## config.mk

```make
export PLATFORM = sky130hd
export DESIGN_NAME = klein_arbiter
export DESIGN_NICKNAME = d
export VERILOG_FILES = /design/src/rtl/klein_pkg.sv /design/src/rtl/klein_arbiter_rr_pick2.sv /design/src/rtl/klein_arbiter.sv
export SDC_FILE = /design/constraint.sdc
export NUM_CORES = 1
export LEC_CHECK = 0
export BUFFER_PORTS_ARGS = -buffer_cell sky130_fd_sc_hd__buf_2
export CORE_ASPECT_RATIO = 0.75
export CORE_UTILIZATION = 49
export DETAILED_ROUTE_END_ITERATION = 8
export PLACE_DENSITY = 0.88
export SETUP_SLACK_MARGIN = 0.5
export SLEW_MARGIN = 40
export SYNTH_ARGS = -nofsm -noshare
export SYNTH_HDL_FRONTEND = slang
export SYNTH_HIERARCHICAL = 1
export SYNTH_SLANG_ARGS = --single-unit
```

## constraint.sdc

```tcl
create_clock -name ck -period 3.65 [get_ports ck]
set_input_delay 0.1825 -clock ck [delete_from_list [all_inputs] [get_ports ck]]
set_output_delay 0.1825 -clock ck [all_outputs]
set_load 0.03 [all_outputs]
```

## src/rtl/klein_pkg.sv

```systemverilog
// Shared definitions for the KLEIN-64 core arbiter: FSM encoding, default
// block size and timeout-counter sizing.
package klein_pkg;

  typedef enum logic [1:0] {
    ST_IDLE   = 2'd0,
    ST_LOAD   = 2'd1,
    ST_WAIT   = 2'd2,
    ST_UNLOAD = 2'd3
  } state_t;

  localparam int NBYTES_DEF  = 8;
  localparam int TIMEOUT_DEF = 255;

  // Width of a counter that must hold values 0..timeout.
  function automatic int tcnt_width(input int timeout);
    if (timeout < 1) begin
      return 1;
    end else begin
      return $clog2(timeout + 1);
    end
  endfunction

  localparam int TCNT_W_DEF = tcnt_width(TIMEOUT_DEF);

endpackage

```

## src/rtl/klein_arbiter_rr_pick2.sv

```systemverilog
// Two-way round-robin pick: a lone request wins outright, a tie goes to the
// requester that was not served last.
module rr_pick2 (
  input  logic [1:0] req,
  input  logic       last,
  output logic       pick,
  output logic       valid
);

  // Select the winner among the active requests.
  always_comb begin
    pick  = 1'b0;
    valid = |req;
    case (req)
      2'b01:   pick = 1'b0;
      2'b10:   pick = 1'b1;
      2'b11:   pick = ~last;
      default: pick = 1'b0;
    endcase
  end

endmodule

```

## src/rtl/klein_arbiter.sv

```systemverilog
// Arbitrates two requesters onto one KLEIN-64 core: loads the winner's block,
// waits for the core (with timeout) and streams the ciphertext back.
module klein_arbiter
  import klein_pkg::*;
#(
  parameter int NBYTES  = NBYTES_DEF,
  parameter int TIMEOUT = TIMEOUT_DEF
) (
  input  logic       ck,
  input  logic       rst,
  input  logic [1:0] req,
  output logic [1:0] gnt,
  output logic [2:0] byte_idx,
  input  logic [7:0] inp0,
  input  logic [7:0] key0,
  input  logic [7:0] inp1,
  input  logic [7:0] key1,
  output logic       core_start,
  output logic [7:0] core_inp,
  output logic [7:0] core_key,
  input  logic       core_ready,
  input  logic [7:0] core_out,
  output logic [7:0] dout,
  output logic       dout_valid,
  output logic       dout_last,
  output logic       dout_id,
  output logic       err
);

  localparam int         TW       = tcnt_width(TIMEOUT);
  localparam logic [2:0] LAST_IDX = 3'(NBYTES - 1);

  state_t          state_r;
  logic            gid_r;
  logic            last_r;
  logic [1:0]      gnt_r;
  logic [2:0]      byte_idx_r;
  logic [2:0]      ucnt_r;
  logic [TW-1:0]   wcnt_r;
  logic            core_start_r;
  logic [7:0]      dout_r;
  logic            dout_valid_r;
  logic            dout_last_r;
  logic            dout_id_r;
  logic            err_r;
  logic            pick_s;
  logic            pick_valid_s;
  logic [7:0]      core_inp_s;
  logic [7:0]      core_key_s;

  rr_pick2 u_pick (
    .req   (req),
    .last  (last_r),
    .pick  (pick_s),
    .valid (pick_valid_s)
  );

  // Route the granted requester's byte to the core only while loading.
  always_comb begin
    core_inp_s = 8'h00;
    core_key_s = 8'h00;
    if (state_r == ST_LOAD) begin
      core_inp_s = gid_r ? inp1 : inp0;
      core_key_s = gid_r ? key1 : key0;
    end else begin
      core_inp_s = 8'h00;
      core_key_s = 8'h00;
    end
  end

  // Transaction FSM with all control and data outputs registered.
  always_ff @(posedge ck) begin
    if (rst) begin
      state_r      <= ST_IDLE;
      gid_r        <= 1'b0;
      last_r       <= 1'b1;
      gnt_r        <= 2'b00;
      byte_idx_r   <= 3'd0;
      ucnt_r       <= 3'd0;
      wcnt_r       <= '0;
      core_start_r <= 1'b0;
      dout_r       <= 8'h00;
      dout_valid_r <= 1'b0;
      dout_last_r  <= 1'b0;
      dout_id_r    <= 1'b0;
      err_r        <= 1'b0;
    end else begin
      core_start_r <= 1'b0;
      err_r        <= 1'b0;
      dout_r       <= 8'h00;
      dout_valid_r <= 1'b0;
      dout_last_r  <= 1'b0;
      dout_id_r    <= 1'b0;
      case (state_r)
        ST_IDLE: begin
          if (pick_valid_s) begin
            gid_r        <= pick_s;
            last_r       <= pick_s;
            gnt_r        <= pick_s ? 2'b10 : 2'b01;
            core_start_r <= 1'b1;
            byte_idx_r   <= 3'd0;
            state_r      <= ST_LOAD;
          end
        end
        ST_LOAD: begin
          if (byte_idx_r == LAST_IDX) begin
            byte_idx_r <= 3'd0;
            wcnt_r     <= TW'(1);
            state_r    <= ST_WAIT;
          end else begin
            byte_idx_r <= byte_idx_r + 3'd1;
          end
        end
        ST_WAIT: begin
          // A ready arriving on the final allowed cycle still wins over abort.
          if (core_ready) begin
            wcnt_r  <= '0;
            ucnt_r  <= 3'd0;
            state_r <= ST_UNLOAD;
          end else if (wcnt_r == TW'(TIMEOUT)) begin
            wcnt_r  <= '0;
            gnt_r   <= 2'b00;
            err_r   <= 1'b1;
            state_r <= ST_IDLE;
          end else begin
            wcnt_r <= wcnt_r + TW'(1);
          end
        end
        ST_UNLOAD: begin
          dout_r       <= core_out;
          dout_valid_r <= 1'b1;
          dout_id_r    <= gid_r;
          dout_last_r  <= (ucnt_r == LAST_IDX);
          if (ucnt_r == LAST_IDX) begin
            ucnt_r  <= 3'd0;
            gnt_r   <= 2'b00;
            state_r <= ST_IDLE;
          end else begin
            ucnt_r <= ucnt_r + 3'd1;
          end
        end
        default: begin
          gnt_r   <= 2'b00;
          state_r <= ST_IDLE;
        end
      endcase
    end
  end

  assign gnt        = gnt_r;
  assign byte_idx   = byte_idx_r;
  assign core_start = core_start_r;
  assign core_inp   = core_inp_s;
  assign core_key   = core_key_s;
  assign dout       = dout_r;
  assign dout_valid = dout_valid_r;
  assign dout_last  = dout_last_r;
  assign dout_id    = dout_id_r;
  assign err        = err_r;

endmodule

```

# Word level (Yosys, flattened, before mapping)

Cells that the tools add are included.

Memories kept: 0
Word-level logic and storage cells: 78
RAM bits: 0
Register bits after elaboration: 33
Output and inout port bits: 34
Memory bits (read-only): 0
Input bits: 45
Bits in latches: 0

Equality and inequality tests: 15
Bitwise operators: 4
Add/subtract/negate cells: 3
Reduce and logical (&&, ||, !) cells: 15
Shifts and indexed selects: 0
Order comparisons: 0
Multiply operators: 0
Div/mod/pow operators: 0
Muxes and demuxes: 28

Operator list:

| kind                                                                   | number |
|---|---|
| 8-bit 2-to-1 mux                                                       | 7 |
| 2-bit 2-to-1 mux                                                       | 8 |
| 8-bit one-hot mux with 2 select lines                                  | 1 |
| 3-bit 2-to-1 mux                                                       | 4 |
| 3-bit one-hot mux with 2 select lines                                  | 2 |
| 2-bit != test (second input constant)                                  | 5 |
| 8-bit by 1-bit adder with 8-bit output (second input constant)         | 1 |
| 2-bit equality test (second input constant)                            | 4 |
| 8-bit equality test (second input constant)                            | 1 |
| 2-bit one-hot mux with 4 select lines                                  | 1 |
| 2-bit AND reduction                                                    | 4 |
| 3-bit by 1-bit adder with 3-bit output (second input constant)         | 2 |
| 3-bit equality test (second input constant)                            | 2 |
| 2-bit one-hot mux with 3 select lines                                  | 1 |
| 2-bit nonzero test                                                     | 3 |
| 2-bit OR reduction                                                     | 3 |
| 5-bit AND reduction                                                    | 1 |
| 1-bit NOT                                                              | 4 |
| 4-bit AND reduction                                                    | 1 |
| 1-bit 2-to-1 mux                                                       | 3 |
| 3-bit != test (second input constant)                                  | 1 |
| 3-bit nonzero test                                                     | 1 |
| 3-bit OR reduction                                                     | 1 |
| 2-bit by 1-bit equality test with 1-bit output (second input constant) | 1 |
| 3 further kinds                                                        | 3 |

# Logic depth before layout (Yosys ltp)

Gate-level depths: netlist of the first run.

Depth in word-level cells: 5
Gate-level depth with buffers: 8
Mapped depth without buffers: 6

# By module

Netlist of the first run, hierarchy kept.

By module, submodules not included:

| module        | area an instance (sq um) | instances | seq. area each (sq um) | cells each |
|---|---|---|---|---|
| klein_arbiter | 1670.4                   | 1         | 660.6                  | 178 |
| rr_pick2      | 13.8                     | 1         | 0.0                    | 2 |

# Least setup slack after synthesis of the first run

OpenSTA, ideal clock, no wires.

Path kind: register to output
From: register state_r[1]
To: output port core_inp[0]
Data required time: 3.467 ns
Cell stages (with the launch flop): 6
Path buffers: 2
Setup slack: 1.914 ns
Data arrival time: 1.553 ns
Path through: dfxtp_1 inv_1 ha_1 clkbuf_1 clkbuf_1 nor2b_1

Longest elaborated chain between the ends: 2

RTL lines:

| what                                           | RTL line             | RTL |
|---|---|---|
| from (decl)                                    | klein_arbiter.sv:33  | `state_t state_r;` |
| from (signal assigned)                         | klein_arbiter.sv:74  | `state_r <= ST_IDLE;` |
| from (signal assigned)                         | klein_arbiter.sv:102 | `state_r <= ST_LOAD;` |
| from (signal assigned)                         | klein_arbiter.sv:109 | `state_r <= ST_WAIT;` |
| 2-bit by 1-bit equality test with 1-bit output | klein_arbiter.sv:62  | `if (state_r == ST_LOAD) begin` |
| 8-bit 2-to-1 mux                               | klein_arbiter.sv:62  |  |
| to (decl)                                      | klein_arbiter.sv:19  | `output logic [7:0] core_inp,` |

No other way between the ends.

# Worst setup path after layout of the first run

From: register state_r[1]
To: register wcnt_r[4]

Longest elaborated chain between the ends: 3
Elaborated cells between the ends (all ways): 6
Classes of those cells: 3 x eq/ne; 1 x mux; 2 x reduce/logical

RTL lines:

| what                                                                                            | RTL line             | RTL |
|---|---|---|
| 2-bit by 1-bit equality test with 1-bit output or 2-bit equality test (tied branches)           | klein_arbiter.sv:94  | `case (state_r)` |
| 2-bit by 1-bit != test with 1-bit output (no source line) or 2-bit nonzero test (tied branches) | n/a                  |  |
| 2-bit AND reduction (no source line)                                                            | n/a                  |  |
| to (signal assigned)                                                                            | klein_arbiter.sv:126 | `wcnt_r <= wcnt_r + TW'(1);` |
| to (decl)                                                                                       | klein_arbiter.sv:39  | `logic [TW-1:0] wcnt_r;` |

Parallel ways exist; a longest one is shown, timed or not.
A chain may end at the register's enable or synchronous reset.

==> results of run 1 <==
[kinds of logic (layout without fill, tap and decap cells)]
kind of cell,Yosys count,count (layout)
xor+xnor,6,6
compound gates,27,27
flops,33,33
simple gates,75,75
mux,17,17
fa+ha+maj,10,10
buf+inv,12,89
[cell usage in the layout, fill, tap and decap left out, types with 3 or more instances in the layout]
cell type  count
nor2b_1       18
nand2_1        8
xor2_1         6
inv_1          3
a21oi_1        7
clkbuf_8       6
nand2b_1       4
buf_2         78
ha_1          10
and2_1        12
dfxtp_1       32
mux2i_1       16
nand3_1        6
nor2_1        17
nand4_1        3
o21ai_0        5
a32oi_1        6
[worst max-delay path: cells and delay by family (launching register included)]
kind	cells	cell delay, ns
and+or+nand+nor	2	0.19
buffers and inverters	1	0.12
DFF	1	0.34
xor gates and xnor gates	1	0.16
adders and majority gates	1	0.54
muxes	1	0.50
[cell type report]
cell class | count | area, sq um
Clock inverter | 1 | 30.0
Fill cell | 291 | 1100
Sequential cell | 33 | 662
Clock buffer | 7 | 86.3
Tap cell | 40 | 50.0
Multi-Input combinational cell | 135 | 961
Inverter | 3 | 11.3
Timing Repair Buffer | 78 | 390
[power by group through the flow]
stage	registers, mW	logic, mW	clock network, mW
6_report	0.444	0.564	0.347
3_5_place_dp	0.450	0.561	0
3_3_place_gp	0.448	0.556	0
5_1_grt	0.449	0.618	0.371
4_1_cts	0.444	0.564	0.354
2_1_floorplan	0.470	0.413	0
[final timing paths]
kind / cells after the start / endpoint / startpoint
worst max-delay path: 6 / wcnt_r[4] / state_r[1]
worst min-delay path: 2 / dout[7] / core_out[7]
worst max register to register: 6 / wcnt_r[4] / state_r[1]
worst min register to register: 2 / wcnt_r[1] / wcnt_r[1]
[state kept, by name, indices dropped and copies added, names as in the netlist]
name and count:
byte_idx 3, core_start 1, dout 8, dout_id 1, dout_last 1, dout_valid 1, err 1, gid_r 1
gnt 2, last_r 1, state_r 2, ucnt_r 3, wcnt_r 8
[stage by stage]
| step | hold WS (ns) | worst slack [ns] | area, sq um |
|---|---|---|---|
| after global routing | 0.0843 | 1.51 | 2190 |
| after CTS | 0.0926 | 1.68 | 2190 |
| after detailed placement | 0.385 | 1.70 | 2070 |
| after floorplan | 0.304 | 1.91 | 1680 |
| final | 0.0954 | 1.68 | 2190 |
| after global placement | 0.386 | 1.77 | 2070 |
[layer usage]
metal | vias up | wire [microns]
li1 | 780 | -
met1 | 697 | 1690
met2 | 40 | 1650
met3 | 3 | 215
met4 | 0 | 16
met5 | - | 0
==> qor.csv, run 1 <==
metric;value;unit
outcome;finished, final reports clean;
IO Port Bufs;78;
share of async-settable or async-resettable flops after synthesis;0;%
Num CTS Buffers;5;
CP max-delay cell;ha_1;
Core Rows;18;
placed insts;289;
RSZ-0062 raised after global routing;no;
Setup violations, final;0;
final wirelength;3580;microns
Routability Congestion;0.768;
vias per cell;5.12;
Final min period;1.97;ns
CTS Hold Bufs;0;
Mean Syn Cell Area;9.36;sq um
CP required;3.82;ns
root buf cell;clkbuf_8;
Worst Setup Path Type;flip-flop to flip-flop;
Clock Latency Late Sink;0.28;ns
height of the die;52.8;microns
most frequent cell after synthesis;dfxtp_1;
top post-synthesis cells by count;dfxtp_1 (33), nor2b_1 (18), nor2_1 (17);
GRT Overall Usage;18.0;%
CTS resizes;0;
Top Ports;79;
Leak;1.04;nW
vias in the first global route;1140;
Synth Area in Compound Gates;11.8;%
cell area power density;618;nW/um^2
final non-filler cell total;297;
Die ar.;3680;sq um
CP max stage delay;0.54;ns
Die Wd;69.7;microns
Sequential Power Share;32.8;%
diode count;0;
period utilization;54.1;%
switching share of power;38.3;%
first-pass GRT wire length;5110;microns
busiest grt layer;met2;
Post-synth EDFFs;0;
fin util;66.6;%
Worst EP arrival;2.15;ns
Global Route met3 Usage;7.12;%
Synth Flop Type;dfxtp_1;
Fin. Hold Viols;0;
CTS tree;built;
Reg clk slew, reported paths;0.07;ns
Synth area leader;dfxtp_1;
Post-CTS Setup Bufs;0;
H-tree Lvls;2;
Synth Area in Simple Gates;24.5;%
area grow syn2layout;30.1;%
main area contributors after synthesis;dfxtp_1 (39%), mux2i_1 (9.5%), ha_1 (7.4%), nor2b_1 (6.7%), and2_1 (4.5%);
r2r setup slk;1.68;ns
# clock sinks;33;
Distinct cells, synth;35;
switching pwr;0.519;mW
Yosys Warn Count;6;
Nets;311;
#FFs+latches synth;33;
Max Cap Viol;0;
CP Launch Type;flip-flop;
# DRC;0;
P_int;0.836;mW
share of layout cells above drive strength 1;36.2;%
Clock Skew;0.00719;ns
Clock power frac;25.6;%
VDD IR max;0.339;mV
worst-margin pin slew;0.584;ns
Routed Antenna Nets;0;
XOR/XNOR Fraction of Synth Area;3.12;%
GRT met2 Usage;29.1;%
Yosys top cell area share;39.2;%
relative max-transition margin;61.0;%
initial antenna violation count;0;
Mapped Nets;235;
largest family of logic cells by synthesized area;simple AND/OR/NAND/NOR gates;
Post-DP HPWL;2590;microns
DR pass1 iterations;4;
Longest Clk Path Bufs;2;
Slew Limit Fails;0;
Mapped Area;1680;sq um
combinational share of power;41.6;%
Routed wire per std cell;12.0;microns
Synth Area in Adders;7.43;%
grt total ovfl;0;
Setup TNS Final;0;ns
Syn Inst Count;180;
f_max;507;MHz
post-synthesis mux area share;10.2;%
initial drt markers;64;
worst-path cell chain;inv_1, ha_1, mux2_2, nand4_1, xor2_1, nor2_1;
Initial Utilization;51.2;%
via count;1520;
Hold Path Class;input port to flip-flop;
Core Area;3290;sq um
Critical Path End Type;flip-flop;
Seq/Total Area, Yosys;39.2;%
largest net degree at the start of global routing;23;
crit-path max FO;22;
GR Layer Usage met1;22.8;%
Power Total;1.35;mW
Power figures use the tool's default switching activity.
==> run 2, diff against run 1 <==
ABC_AREA = 1   (was not set)
CORE_UTILIZATION = 42   (was 49)
PLACE_DENSITY = 0.8   (was 0.88)
clock period = 1.7 ns   (was 3.65 ns; I/O delays follow)
==> qor.csv, run 2 <==
metric;value;unit;change
outcome;finished, final reports clean;;unchanged
CP max-delay cell;dfxtp_4;;was ha_1
placed insts;364;;was 289
Worst Setup Path Type;flip-flop to output pin;;was flip-flop to flip-flop
Yosys top cell area share;39.2;%;about the same
IO Port Bufs;78;;unchanged
top post-synthesis cells by count;nor2_1 (59), dfxtp_1 (33), nand2_1 (32);;was dfxtp_1 (33), nor2b_1 (18), nor2_1 (17)
Mean Syn Cell Area;7.02;sq um;was 9.36 sq um
Setup violations, final;0;;unchanged
commonest non-fill, non-tap cell in the layout;buf_2;;unchanged
Die ar.;4270;sq um;was 3680 sq um
period utilization;88.1;%;
DR pass1 iterations;4;;unchanged
Routed Antenna Nets;0;;unchanged
CP bufs+invs;3;;was 1
Clock Latency Late Sink;0.29;ns;was 0.28 ns
vias in the first global route;1834;;was 1,140
Die Wd;75.1;microns;was 69.7 microns
Setup TNS Final;0;ns;unchanged
worst-margin pin slew;0.420;ns;was 0.584 ns
CP max stage delay;0.36;ns;was 0.54 ns
height of the die;56.9;microns;was 52.8 microns
Nets;395;;was 311
f_max;668;MHz;
# clock sinks;33;;unchanged
Synth area leader;dfxtp_1;;unchanged
#FFs+latches synth;33;;unchanged
Leak;1.33;nW;was 1.04 nW
grt total ovfl;0;;unchanged
initial drt markers;99;;was 64
Core Rows;19;;was 18
Core Area;3760;sq um;was 3290 sq um
CP required;1.62;ns;was 3.82 ns
commonest non-fill, non-tap cells in the layout;buf_2 (62), nor2_1 (37), dfxtp_1 (24);;was buf_2 (78), dfxtp_1 (32), nor2b_1 (18)
cell area power density;1330;nW/um^2;was 618 nW/um^2
Slew Limit Fails;0;;unchanged
Max Cap Viol;0;;unchanged
# DRC;0;;unchanged
Top Ports;79;;unchanged
vias per cell;4.94;;was 5.12
Reg clk slew, reported paths;0.08;ns;was 0.07 ns
beginning of the worst hold path;core_out[4];;was core_out[7]
largest net degree at the start of global routing;18;;was 23
crit-path max FO;5;;was 22
Critical Path End Type;output pin;;was flip-flop
Distinct cells, synth;26;;was 35
share of async-settable or async-resettable flops after synthesis;0;%;unchanged
CP Launch Type;flip-flop;;unchanged
Post-synth EDFFs;0;;unchanged
RSZ-0062 raised after global routing;yes;;was no
CTS tree;built;;unchanged
Mapped Area;1690;sq um;was 1680 sq um
Mapped Nets;295;;was 235
Longest Clk Path Bufs;2;;unchanged
Clock Skew;0.00849;ns;was 0.00719 ns
area grow syn2layout;73.3;%;was 30.1%
Syn Inst Count;240;;was 180
Crit path max-delay family;flip-flops;;was adder cells
Seq/Total Area, Yosys;39.2;%;about the same
GRT Overall Usage;24.3;%;was 18.0%
worst-path cell chain;inv_4, ha_4, buf_8, o21ai_2, nor2_2, buf_6;;was inv_1, ha_1, mux2_2, nand4_1, xor2_1, nor2_1
Fin. Hold Viols;0;;unchanged
via count;1942;;was 1,520
first-pass GRT wire length;7770;microns;was 5110 microns
main area contributors after synthesis;dfxtp_1 (39%), nor2_1 (13%), ha_1 (7.4%), nand2_1 (7.1%), o21ai_0 (6.2%);;was dfxtp_1 (39%), mux2i_1 (9.5%), ha_1 (7.4%), nor2b_1 (6.7%), and2_1 (4.5%)
Routed wire per std cell;15.0;microns;was 12.0 microns
layout filler cell count;258;;was 291
initial antenna violation count;0;;unchanged
Post-DP HPWL;3100;microns;was 2590 microns
final wirelength;5910;microns;was 3580 microns
final non-filler cell total;393;;was 297
diode count;0;;unchanged
Yosys Warn Count;6;;unchanged
RR Startpoint;state_r[1];;unchanged
VDD IR max;1.21;mV;was 0.339 mV
worst setup path startpoint;state_r[1];;unchanged
share of layout cells above drive strength 1;58.1;%;was 36.2%
Hold Path Class;input port to flip-flop;;unchanged
Num CTS Buffers;5;;unchanged
relative max-transition margin;72.0;%;was 61.0%
Synth Flop Type;dfxtp_1;;unchanged
H-tree Lvls;2;;unchanged
Worst EP arrival;1.41;ns;was 2.15 ns
Final min period;1.50;ns;
most frequent cell after synthesis;nor2_1;;was dfxtp_1
root buf cell;clkbuf_8;;unchanged
Routability Congestion;0.871;;was 0.768
Initial Utilization;44.9;%;was 51.2%
## run 2: timing repair
action	4_1_cts	5_1_grt
buffers inserted	13	5
endpoints found under the hold margin	2	0
resized for setup	53	50
cloned	0	1
endpoints found under the setup margin	34	37
hold buffers	2	0
pin swaps	12	22
## run 2: path summary, 6_finish.rpt
kind	end	slack, ns	cells past startpoint
setup / recovery	core_key[6]	0.20	6
hold / removal	dout[4]	0.005	3
setup reg to reg	state_r[1]	0.23	8
hold reg to reg	last_r	0.48	2
## run 2: metrics by stage
step / power (mW) / hold slack, ns / utilization, % / setup slack, ns / area, sq um
finish: 3.88 / 0.00481 / 77.7 / 0.202 / 2920
global route: 4.05 / 0.0139 / 77.7 / 0.170 / 2920
CTS: 3.43 / 0.00156 / 71.7 / 0.278 / 2690
detailed placement: 2.38 / 0.303 / 61.2 / 0.214 / 2300
global placement: 2.36 / 0.304 / 61.2 / 0.250 / 2300
floorplan: 2.08 / 0.154 / - / 0.353 / 1880
## run 2: tightest hold or removal path, cell delays in order
cell,delay (ns)
buf_2,0.09
inv_1,0.04
nor2_1,0.03
## run 2: logic make-up after synthesis
kind of cell	Yosys count	synth area share [%]
AO/OA/AOI/OAI	36	10.7
XOR/XNOR	4	2.08
adder cells (fa/ha/maj)	10	7.42
buffers and inverters	36	8.46
flip-flops	33	39.2
AND/OR/NAND/NOR	121	32.1
## run 2: area by class of cell
cell class / instances / area (sq um) / area share, %
Clock buffer: 5 / 68.8 / 2.36
Clock inverter: 3 / 16.3 / 0.557
Inverter: 29 / 130 / 4.46
Multi-Input combinational cell: 171 / 1240 / 42.3
Sequential cell: 33 / 682 / 23.4
Tap cell: 52 / 65.1 / 2.23
Timing Repair Buffer: 100 / 722 / 24.7
## run 2: power breakdown
part           switching [mW]  total [mW]  internal (mW)
sequential             0.0853       0.957          0.872
combinational            1.35        2.33          0.978
clock                   0.307       0.591          0.283
## run 2: layer usage
layer | GRT usage, % | part of all wire [%] | vias to the layer above
met5 | 0 | 0 | -
met4 | 9.52 | 2.3 | 0
met3 | 6.10 | 5.8 | 13
met2 | 43.4 | 53 | 84
met1 | 27.2 | 39 | 887
li1 | - | - | 958
==> run 3, diff against run 2 <==
CORE_ASPECT_RATIO = not set   (was 0.75)
==> qor.csv, run 3 (synthesis gave the netlist of run 2 again) <==
metric;value;unit;change
cell area power density;1370;nW/um^2;was 1330 nW/um^2
Setup TNS Final;0;ns;unchanged
CP max stage delay;0.37;ns;was 0.36 ns
Post-DP HPWL;3040;microns;was 3100 microns
Worst Setup Path Type;flip-flop to flip-flop;;was flip-flop to output pin
first-pass GRT wire length;7070;microns;was 7770 microns
Nets;389;;was 395
H-tree Lvls;2;;unchanged
worst-path cell chain;buf_4, ha_2, nand2_4, nand2_4, a21oi_4, nand2_2, nand2_1, a21oi_2;;was inv_4, ha_4, buf_8, o21ai_2, nor2_2, buf_6
relative max-transition margin;77.9;%;was 72.0%
initial antenna violation count;0;;unchanged
CP max-delay cell;dfxtp_4;;unchanged
Critical Path End Type;flip-flop;;was output pin
Longest Clk Path Bufs;2;;unchanged
Core Rows;22;;was 19
Leak;1.34;nW;was 1.33 nW
Num CTS Buffers;5;;unchanged
Clock Latency Late Sink;0.28;ns;was 0.29 ns
switching share of power;42.1;%;was 45.0%
vias in the first global route;1673;;was 1,834
# DRC;0;;unchanged
RR Startpoint;state_r[1];;unchanged
via count;1922;;was 1,942
VDD IR max;1.02;mV;was 1.21 mV
Top Ports;79;;unchanged
CP required;1.86;ns;was 1.62 ns
f_max;675;MHz;was 668 MHz
Core Area;3740;sq um;was 3760 sq um
commonest non-fill, non-tap cell in the layout;buf_2;;unchanged
# clock sinks;33;;unchanged
GRT Overall Usage;21.6;%;was 24.3%
endpoint of the worst-slack reg-to-reg timing path;state_r[0];;was state_r[1]
Initial Utilization;45.0;%;was 44.9%
root buf cell;clkbuf_8;;unchanged
IO Port Bufs;78;;unchanged
commonest non-fill, non-tap cells in the layout;buf_2 (62), nor2_1 (38), dfxtp_1 (24);;was buf_2 (62), nor2_1 (37), dfxtp_1 (24)
Routed wire per std cell;13.9;microns;was 15.0 microns
Die ar.;4270;sq um;about the same
Final min period;1.48;ns;was 1.50 ns
most frequent CP cell;nand2_4;;
RSZ-0062 raised after global routing;yes;;unchanged
P_int;2.29;mW;was 2.13 mW
Max Cap Viol;0;;unchanged
area grow syn2layout;70.5;%;was 73.3%
period utilization;87.1;%;was 88.1%
worst-margin pin slew;0.331;ns;was 0.420 ns
r2r setup slk;0.22;ns;was 0.23 ns
outcome;finished, final reports clean;;unchanged
Die Wd;65.3;microns;was 75.1 microns
Setup crit end;state_r[0];;was core_key[6]
share of layout cells above drive strength 1;57.6;%;was 58.1%
CP Launch Type;flip-flop;;unchanged
vias per cell;5.02;;was 4.94
crit-path max FO;4;;was 5
worst setup path startpoint;state_r[1];;unchanged
combinational share of power;55.1;%;was 60.1%
diode count;0;;unchanged
Reg clk slew, reported paths;0.07;ns;was 0.08 ns
R2R depth;8;;unchanged
Clock power frac;20.7;%;was 15.2%
Slew Limit Fails;0;;unchanged
switching pwr;1.66;mW;was 1.74 mW
Clock Skew;0.00795;ns;was 0.00849 ns
Routed Antenna Nets;0;;unchanged
Fin. Hold Viols;0;;unchanged
fin util;76.7;%;was 77.7%
Hold Path Class;input port to flip-flop;;unchanged
final wirelength;5330;microns;was 5910 microns
worst-case hold slack;0.00457;ns;was 0.00481 ns
CTS tree;built;;unchanged
DR pass1 iterations;5;;was 4
initial drt markers;84;;was 99
Routability Congestion;0.817;;was 0.871
height of the die;65.3;microns;was 56.9 microns
Sequential Power Share;24.2;%;was 24.7%
largest net degree at the start of global routing;18;;unchanged
Worst EP arrival;1.64;ns;was 1.41 ns
grt total ovfl;0;;unchanged
CTS Hold Bufs;0;;was 2
Setup violations, final;0;;unchanged
run 3: through the flow:
| step | instance area [sq um] | instances | total power [mW] | setup WS (ns) |
|---|---|---|---|---|
| 6_report | 2870 | 383 | 3.95 | 0.219 |
| 3_3_place_gp | 2300 | 361 | 2.36 | 0.242 |
| 4_1_cts | 2650 | 378 | 3.52 | 0.267 |
| 2_1_floorplan | 1880 | 240 | 2.08 | 0.353 |
| 5_1_grt | 2870 | 383 | 4.14 | 0.160 |
| 3_5_place_dp | 2300 | 361 | 2.38 | 0.191 |
run 3: area by class of cell:
class | instances | area [sq um]
Sequential cell | 33 | 682
Tap cell | 48 | 60.1
Timing Repair Buffer | 94 | 639
Multi-Input combinational cell | 171 | 1230
Clock buffer | 6 | 93.8
Fill cell | 220 | 871
Clock inverter | 2 | 35.0
Inverter | 29 | 131
run 3: worst min path at each step:
stage                     start   endpoint  cells after the start
detailed placement  core_out[4]    dout[4]                      3
floorplan                   rst  wcnt_r[1]                      1
global placement    core_out[0]    dout[0]                      3
CTS                 core_out[0]    dout[0]                      3
global route        core_out[3]    dout[3]                      3
finish              core_out[4]    dout[4]                      3
run 3: critical path, delay by kind of cell, from the launching register on:
kind | cells | cell delay [ns]
AND/OR/NAND/NOR | 4 | 0.38
buffers and inverters | 1 | 0.13
AO/OA/AOI/OAI | 2 | 0.24
adder cells (fa/ha/maj) | 1 | 0.23
flip-flops | 1 | 0.37
run 3: per-layer routing:
layer	share of wire [%]	track usage, %	vias up
li1	-	-	944
met1	38	23.4	895
met2	54	39.9	77
met3	6.8	6.77	6
met4	1.0	5.71	0
met5	0	0	-
run 3: repair_timing:
item,CTS,global route
gates cloned,0,1
setup endpoints to repair,35,35
pin swaps,7,23
buffers inserted,9,4
resized for setup,51,50
run 3: power groups by stage:
stage | registers (mW) | clock network (mW) | logic (mW)
after global routing | 0.970 | 0.867 | 2.30
after CTS | 0.952 | 0.820 | 1.75
after global placement | 0.964 | 0 | 1.39
after floorplan | 1.04 | 0 | 1.04
final | 0.956 | 0.817 | 2.17
after detailed placement | 0.972 | 0 | 1.41
